$ cat src/rtl/filter_pkg.sv
// Shared definitions for the 3x3 window generator and its consumers.
// Provides the default pixel width, window position indices (raster order,
// 1 = top-left, 5 = centre, 9 = bottom-right) and a counter-width helper.
package filter_pkg;

  localparam int DATA_W_DEF = 8;

  localparam int WIN_TL = 1;
  localparam int WIN_TC = 2;
  localparam int WIN_TR = 3;
  localparam int WIN_ML = 4;
  localparam int WIN_C  = 5;
  localparam int WIN_MR = 6;
  localparam int WIN_BL = 7;
  localparam int WIN_BC = 8;
  localparam int WIN_BR = 9;

  // Bits needed to count 0..n-1; never less than 1.
  function automatic int cnt_width(input int n);
    int w;
    w = 1;
    for (int i = 1; i < 31; i++) begin
      if ((1 << i) < n) w = i + 1;
    end
    return w;
  endfunction

endpackage

$ cat src/rtl/line_buffer.sv
// Single-port line store: one address shared by read and write.
// Read is combinational and returns the old contents when written in the same
// cycle (read-before-write). Contents are not reset.
// Ports: clk, we_i (write enable), addr_i, wdata_i, rdata_o.
module line_buffer #(
  parameter int DEPTH = 256,
  parameter int WIDTH = 8,
  parameter int AW    = 8
) (
  input  logic             clk,
  input  logic             we_i,
  input  logic [AW-1:0]    addr_i,
  input  logic [WIDTH-1:0] wdata_i,
  output logic [WIDTH-1:0] rdata_o
);

  logic [WIDTH-1:0] mem_q [DEPTH];

  assign rdata_o = mem_q[addr_i];

  always_ff @(posedge clk) begin
    if (we_i) mem_q[addr_i] <= wdata_i;
  end

endmodule

$ cat src/rtl/sliding_window_3x3.sv
// Raster-to-3x3-window generator feeding the pixel filter.
// Latency: window and act registered, 1 cycle after the qualifying beat.
// No backpressure: a beat may be accepted every cycle; en/pix_valid low holds all state.
// Optional macro SOF_RESYNC_EN adds the sof input: an accepted sof beat is forced to (0,0).
// Ports: clk, rst_n (sync, active-low), en, pix_valid, pix_in, [sof],
//        sw_pixels1..9 (window, 1 = top-left .. 9 = bottom-right), act, frame_done.
module sliding_window_3x3
  import filter_pkg::*;
#(
  parameter int IMG_W  = 256,
  parameter int IMG_H  = 256,
  parameter int DATA_W = DATA_W_DEF
) (
  input  logic              clk,
  input  logic              rst_n,
  input  logic              en,
  input  logic              pix_valid,
  input  logic [DATA_W-1:0] pix_in,
`ifdef SOF_RESYNC_EN
  input  logic              sof,
`endif
  output logic [DATA_W-1:0] sw_pixels1,
  output logic [DATA_W-1:0] sw_pixels2,
  output logic [DATA_W-1:0] sw_pixels3,
  output logic [DATA_W-1:0] sw_pixels4,
  output logic [DATA_W-1:0] sw_pixels5,
  output logic [DATA_W-1:0] sw_pixels6,
  output logic [DATA_W-1:0] sw_pixels7,
  output logic [DATA_W-1:0] sw_pixels8,
  output logic [DATA_W-1:0] sw_pixels9,
  output logic              act,
  output logic              frame_done
);

  localparam int CW = cnt_width(IMG_W);
  localparam int RW = cnt_width(IMG_H);
  localparam logic [CW-1:0] COL_LAST = CW'(IMG_W - 1);
  localparam logic [RW-1:0] ROW_LAST = RW'(IMG_H - 1);

  logic              accept;
  logic [CW-1:0]     col_q, col_d, col_cur;
  logic [RW-1:0]     row_q, row_d, row_cur;
  logic [DATA_W-1:0] lb0_rd, lb1_rd;
  logic              win_vld, last_beat;

  // Two left-hand window columns kept from earlier beats; index 0 = top.
  logic [DATA_W-1:0] lcol_q [3];
  logic [DATA_W-1:0] mcol_q [3];
  logic [DATA_W-1:0] win_d  [1:9];
  logic [DATA_W-1:0] sw_q   [1:9];
  logic              act_q, fd_q;

  assign accept = en && pix_valid && rst_n;

  // Position of the current beat; a resync beat is treated as (0,0).
`ifdef SOF_RESYNC_EN
  assign col_cur = sof ? '0 : col_q;
  assign row_cur = sof ? '0 : row_q;
`else
  assign col_cur = col_q;
  assign row_cur = row_q;
`endif

  always_comb begin
    col_d = col_q;
    row_d = row_q;
    if (accept) begin
      if (col_cur == COL_LAST) begin
        col_d = '0;
        row_d = (row_cur == ROW_LAST) ? '0 : row_cur + 1'b1;
      end else begin
        col_d = col_cur + 1'b1;
        row_d = row_cur;
      end
    end
  end

  // lb0 holds the previous row, lb1 the one before; lb0's old value cascades into lb1.
  line_buffer #(.DEPTH(IMG_W), .WIDTH(DATA_W), .AW(CW)) u_lb0 (
    .clk     (clk),
    .we_i    (accept),
    .addr_i  (col_cur),
    .wdata_i (pix_in),
    .rdata_o (lb0_rd)
  );

  line_buffer #(.DEPTH(IMG_W), .WIDTH(DATA_W), .AW(CW)) u_lb1 (
    .clk     (clk),
    .we_i    (accept),
    .addr_i  (col_cur),
    .wdata_i (lb0_rd),
    .rdata_o (lb1_rd)
  );

  // Window as it stands after this beat's left shift.
  always_comb begin
    win_d[WIN_TL] = lcol_q[0];
    win_d[WIN_TC] = mcol_q[0];
    win_d[WIN_TR] = lb1_rd;
    win_d[WIN_ML] = lcol_q[1];
    win_d[WIN_C]  = mcol_q[1];
    win_d[WIN_MR] = lb0_rd;
    win_d[WIN_BL] = lcol_q[2];
    win_d[WIN_BC] = mcol_q[2];
    win_d[WIN_BR] = pix_in;
  end

  // Columns 0/1 of each row carry stale neighbours, so only interior beats qualify.
  assign win_vld   = accept && (row_cur >= RW'(2)) && (col_cur >= CW'(2));
  assign last_beat = (row_cur == ROW_LAST) && (col_cur == COL_LAST);

  always_ff @(posedge clk) begin
    if (!rst_n) begin
      col_q <= '0;
      row_q <= '0;
      act_q <= 1'b0;
      fd_q  <= 1'b0;
      for (int i = 0; i < 3; i++) begin
        lcol_q[i] <= '0;
        mcol_q[i] <= '0;
      end
      for (int i = 1; i <= 9; i++) sw_q[i] <= '0;
    end else begin
      col_q <= col_d;
      row_q <= row_d;
      act_q <= win_vld;
      fd_q  <= win_vld && last_beat;
      if (accept) begin
        lcol_q[0] <= mcol_q[0];
        lcol_q[1] <= mcol_q[1];
        lcol_q[2] <= mcol_q[2];
        mcol_q[0] <= lb1_rd;
        mcol_q[1] <= lb0_rd;
        mcol_q[2] <= pix_in;
      end
      if (win_vld) begin
        for (int i = 1; i <= 9; i++) sw_q[i] <= win_d[i];
      end
    end
  end

  assign sw_pixels1 = sw_q[WIN_TL];
  assign sw_pixels2 = sw_q[WIN_TC];
  assign sw_pixels3 = sw_q[WIN_TR];
  assign sw_pixels4 = sw_q[WIN_ML];
  assign sw_pixels5 = sw_q[WIN_C];
  assign sw_pixels6 = sw_q[WIN_MR];
  assign sw_pixels7 = sw_q[WIN_BL];
  assign sw_pixels8 = sw_q[WIN_BC];
  assign sw_pixels9 = sw_q[WIN_BR];
  assign act        = act_q;
  assign frame_done = fd_q;

endmodule

$ cat config.mk
export PLATFORM = sky130hd
export DESIGN_NAME = sliding_window_3x3
export DESIGN_NICKNAME = d
export VERILOG_FILES = /design/src/rtl/filter_pkg.sv /design/src/rtl/line_buffer.sv /design/src/rtl/sliding_window_3x3.sv
export SDC_FILE = /design/constraint.sdc
export NUM_CORES = 2
export LEC_CHECK = 0
export CAP_MARGIN = 15
export CELL_PAD_IN_SITES_DETAIL_PLACEMENT = 1
export CELL_PAD_IN_SITES_GLOBAL_PLACEMENT = 1
export CORE_MARGIN = 4
export CORE_UTILIZATION = 33
export CTS_CLUSTER_DIAMETER = 50
export DETAILED_ROUTE_END_ITERATION = 16
export PLACE_DENSITY_LB_ADDON = 0.3
export SYNTH_ARGS = -nofsm -noshare
export SYNTH_HDL_FRONTEND = slang
export SYNTH_MEMORY_MAX_BITS = 65536
export SYNTH_SLANG_ARGS = --single-unit
export TNS_END_PERCENT = 50
$ cat constraint.sdc
create_clock -name clk -period 14.8 [get_ports clk]
set_input_delay 2.22 -clock clk [delete_from_list [all_inputs] [get_ports clk]]
set_output_delay 2.22 -clock clk [all_outputs]
set_load 0.03 [all_outputs]
# Word-level counts from Yosys, hierarchy flattened
# Memory sizes are Yosys's and may differ from the RTL's. A register that Yosys moved wholly into a read port is not among the register bits.
# Index checks and enable logic that the tools add are counted.
[word_totals]
register_bits = 18
latch_bits = 0
mem_bits_rw = 4216
romBits = 0
inputBits = 12
output_inout_bits = 74
wordCells = 66
mem_count = 5
[op_classes]
add_sub_neg = 2
multipliers = 0
div_mod_pow = 0
order_cmp = 2
eq_ne = 2
shifts = 0
muxes = 29
bitwise = 15
reduce_logical = 7
[memory_table]
columns = ["memory", "depth", "width", "read_ports", "rd_ports_with_merged_regs", "wr", "line", "rtl"]
rows = [
  ["u_lb0.mem_q", 256, 8, 1, 1, 1, "line_buffer.sv:17", "logic [WIDTH-1:0] mem_q [DEPTH];"],
  ["u_lb1.mem_q", 256, 8, 1, 1, 1, "line_buffer.sv:17", ""],
  ["sw_q", 9, 8, 9, 0, 9, "sliding_window_3x3.sv:50", "logic [DATA_W-1:0] sw_q [1:9];"],
  ["lcol_q", 3, 8, 3, 0, 3, "sliding_window_3x3.sv:47", "logic [DATA_W-1:0] lcol_q [3];"],
  ["mcol_q", 3, 8, 3, 0, 3, "sliding_window_3x3.sv:48", "logic [DATA_W-1:0] mcol_q [3];"],
]
[op_table]
columns = ["op", "count"]
rows = [
  ["$mux W8", 21],
  ["$add A8 B1 Y8 const B", 2],
  ["$eq A8 B8 Y1 const B", 2],
  ["$ge A8 B2 Y1 const B", 2],
  ["$or A1 B1 Y1", 15],
  ["$mux W1", 8],
  ["$logic_and A1 B1 Y1", 6],
  ["$reduce_and A2 Y1", 1],
]

# Logic depth before layout (Yosys ltp)
[logic_depth]
depth_word = 8
ltp_mapped = 13
ltp_nobuf = 8

# By module
# Synthesis repeated with hierarchy kept, for this count alone.
[unflattened]
cells_unflattened = 7445
hier_area_um2 = 162039.2
[modules_own_cells]
columns = ["module", "n_inst", "cells_each", "area_per_inst_um2", "seq_area_each_um2"]
rows = [
  ["line_buffer", 2, 3539, 78332.6, 61499.0],
  ["sliding_window_3x3", 1, 367, 5373.9, 3963.8],
]

# Least setup slack after synthesis
# Ideal clock, no wire load.
[synth_timing]
path_type = "flip-flop to flip-flop"
from = "reg with a tool-made name"
to = "mem u_lb1.mem_q[0][4], data pin"
setup_time_ps = 1577
arrival_time_ps = 8698
required_ps = 13223
slack_ps = 4525
stages_incl_launch_ff = 9
n_path_buf = 3
period_less_slack_ps = 10275
cell_sequence = "dfxtp_1 > buf_6 > buf_12 > buf_12 > mux4_2 > nand2_1 > a311o_1 > or3_1 > a21oi_1"
[synth_lines]
columns = ["item", "line"]
rows = [
  ["to (decl)", "line_buffer.sv:17"],
]

==> run metrics <==
Placed Area 174,000 um2; Switch Pwr 5.48 mW; Skew-Pair Late Insertion Delay 1.04 ns; first-pass GRT wire length 704,000 um; total negative slack 0 ns; largest fanout on the critical path 102; Seq cells post-synth 4,242; Power Dens Cells 135 nW/um2; Top cell by count, worst path buf_4; slowest CP cell dfxtp_4; CTS H-tree lvls 5; ratio of final minimum period to clock period 0.508; share of flip-flops with an asynchronous set or reset 0; syn_nets 7,459; setup violators final 0; drt wl/cell 34.1 um; initial antenna violation count 41; worst hold path type reg2reg; Overall Global Routing Usage 0.196; count leader, synth edfxtp_1; Sw Ratio 0.215; total grt overflow 0; capture point of the critical path u_lb1.mem_q[74][7]$_DFFE_PP_; row cnt 258; clock root buffer clkbuf_16; Num Clock Sinks 4,242; Layout area overhead 15.6%; fmax 0.133 GHz; Period minus WS final 7.52 ns; TritonCTS clock tree done; Primary FF master, synth edfxtp_1; worst hold slack 0.520 ns; hold_buf cts 0; Mapped Area 163,000 um2; post-cts sizing count 0; status finished clean; Die ar. 507,000 um2; Clock Path Buffers 4; Die Ht 712 um; Leakage 57.9 nW; Iteration-0 DRC Markers 10,400; Placed Instances 14,000; postcts setup bufs 0; RSZ-0062 raised after global routing false; post-synthesis sequential area ratio 0.778; port bufs 85; number of global-route vias before repair 84,500; layout net count 8,042; synth top area cells edfxtp_1 77%, mux4_2 13%, mux2i_1 2.0%; largest net degree at the start of global routing 209; max incr delay on CP 0.92 ns; hpwl dp 311,000 um; Clock Skew 0.0839 ns; Ports 86; Final Max Tran Viols 0; max cap viols 0; core area 494,000 um2; worst-margin pin slew 1.36 ns; GP Congestion 0.875; design area 189,000 um2; die width 712 um; WP data arrival 8.15 ns; worst-case vdd ir drop 0.114 mV; post-synth top area share 0.775; DRT antenna net count 0; Worst R2R End u_lb1.mem_q[74][7]$_DFFE_PP_; cell count of the worst reg-to-reg path 10; crit path launch type flop; Starting Density 0.331; Post-synth top cells 4,216 x edfxtp_1, 936 x mux4_2, 334 x mux2i_1, 305 x nor2_1, 206 x nand2_1; WL final 510,000 um; Cell variety after synth 85; First-pass DRT Iterations 5; Synth area leader edfxtp_1; Clk network pwr share 0.445; vias per cell 5.51; Synth warnings 0; reg2reg setup slack 7.28 ns; Non-Filler Instances 14,900; critical path class reg2reg; total CTS buffers 462; fraction of layout cells with a size suffix above 1 0.270; EDFF count, synth 4,216; sequential fraction of design power 0.522; Slew HR 0.0873; CTS clk-pin slew, worst paths 0.06 ns; cells after synthesis 7,441; combinational power share 0.033; Crit path required time 15.43 ns; CP cell instances buf_12 > buf_12 > buf_4 > mux4_2 > mux2i_1 > a2111oi_0 > a32oi_1 > nor2_4 > buf_4 > buf_4; Mean Syn Cell Area 22.0 um2; Internal 20.0 mW; DR vias 82,300; final hold vios 0; Worst setup EP type flop; DRC violations left 0
flip-flops by register name, summed over array words and instances, names as in the netlist, named ones only:
| signal | count |
|---|---|
| col_cur | 8 |
| u_lb1.mem_q | 2048 |
| sw_q | 72 |
| act | 1 |
| mcol_q | 24 |
| row_cur | 8 |
| frame_done | 1 |
| u_lb0.mem_q | 2048 |
| lcol_q | 24 |
worst min-delay path by stage:
stage	start	to	slack, ns	cells past startpoint
final	lcol_q[0][19]$_SDFFCE_PN0P_	sw_q[3][11]$_SDFFCE_PN0P_	0.52	1
after global routing	lcol_q[0][7]$_SDFFCE_PN0P_	sw_q[0][15]$_SDFFCE_PN0P_	0.54	1
after CTS	lcol_q[0][19]$_SDFFCE_PN0P_	sw_q[3][11]$_SDFFCE_PN0P_	0.52	1
after detailed placement	lcol_q[0][19]$_SDFFCE_PN0P_	sw_q[3][11]$_SDFFCE_PN0P_	0.51	1
after global placement	lcol_q[0][15]$_SDFFCE_PN0P_	sw_q[2][7]$_SDFFCE_PN0P_	0.51	1
after floorplan	row_cur[6]$_SDFFE_PN0P_	frame_done$_SDFF_PN0_	0.49	2
through the flow:
stage / power (mW) / setup slack, ns / util
after floorplan: 14.1 / 4.53 / -
after global placement: 14.4 / 7.10 / 0.351
after detailed placement: 14.4 / 6.87 / 0.352
after CTS: 25.7 / 6.86 / 0.382
after global routing: 26.2 / 6.73 / 0.383
final: 25.5 / 7.28 / 0.383
kinds of logic after synthesis:
| logic type | share of synthesized area |
|---|---|
| AO/OA/AOI/OAI | 0.0289 |
| XOR/XNOR | 0.000589 |
| adder cells (fa/ha/maj) | 0.000459 |
| buffers and inverters | 0.0182 |
| flip-flops | 0.778 |
| multiplexers | 0.152 |
| AND/OR/NAND/NOR | 0.0221 |
cells in the final DEF (no fill, tap or decap), types with 13 or more instances in the layout:
cell type and instances:
a211oi_1 29, a21oi_1 110, a221oi_1 21, a22oi_1 159, a31oi_1 35, and2_1 104
buf_12 15, buf_4 409, buf_8 35, bufinv_16 36, clkbuf_1 93, clkbuf_16 465
clkdlybuf4s50_1 77, clkinv_1 104, clkinv_2 72, clkinv_4 14, clkinvlp_4 29, dfxtp_1 19
diode_2 18, edfxtp_1 4216, inv_6 20, mux2_2 36, mux2i_1 334, mux4_2 936
nand2_1 192, nand2_2 13, nand3_1 38, nand4_1 13, nor2_1 223, nor2_2 77
nor3_1 30, o211ai_1 27, o21ai_0 35, o221ai_1 25, o22ai_1 87, o41ai_2 14
critical path: cells and delay by family, from the launching register on:
kind                   cells  cell delay [ns]
AO/OA/AOI/OAI              2             1.45
flip-flops                 1             0.92
AND/OR/NAND/NOR            1             0.25
multiplexers               2             0.57
buffers and inverters      5             3.43
layout make-up:
| type | count | area [um2] |
|---|---|---|
| multi-input combinational | 2762 | 33800 |
| sequential | 4242 | 127000 |
| antenna | 18 | 45.0 |
| inverter | 12 | 57.6 |
| tap | 6500 | 8130 |
| clock buffer | 558 | 12000 |
| clock inverter | 301 | 2880 |
| fill | 47000 | 305000 |
| timing repair buffer | 544 | 4860 |
layer usage:
layer,wire length [um],vias up,track usage
li1,-,32600,-
met1,207000,45300,0.268
met2,239000,3559,0.311
met3,42200,802,0.0410
met4,21100,6,0.0727
met5,30,-,0
power groups by stage:
| stage | logic [mW] | registers, mW | clock network, mW |
|---|---|---|---|
| finish | 0.845 | 13.3 | 11.3 |
| global route | 0.902 | 13.3 | 12.1 |
| CTS | 0.858 | 13.3 | 11.5 |
| detailed placement | 0.858 | 13.5 | 0 |
| global placement | 0.832 | 13.5 | 0 |
| floorplan | 0.507 | 13.6 | 0 |
(Power assumes the default switching activity.)
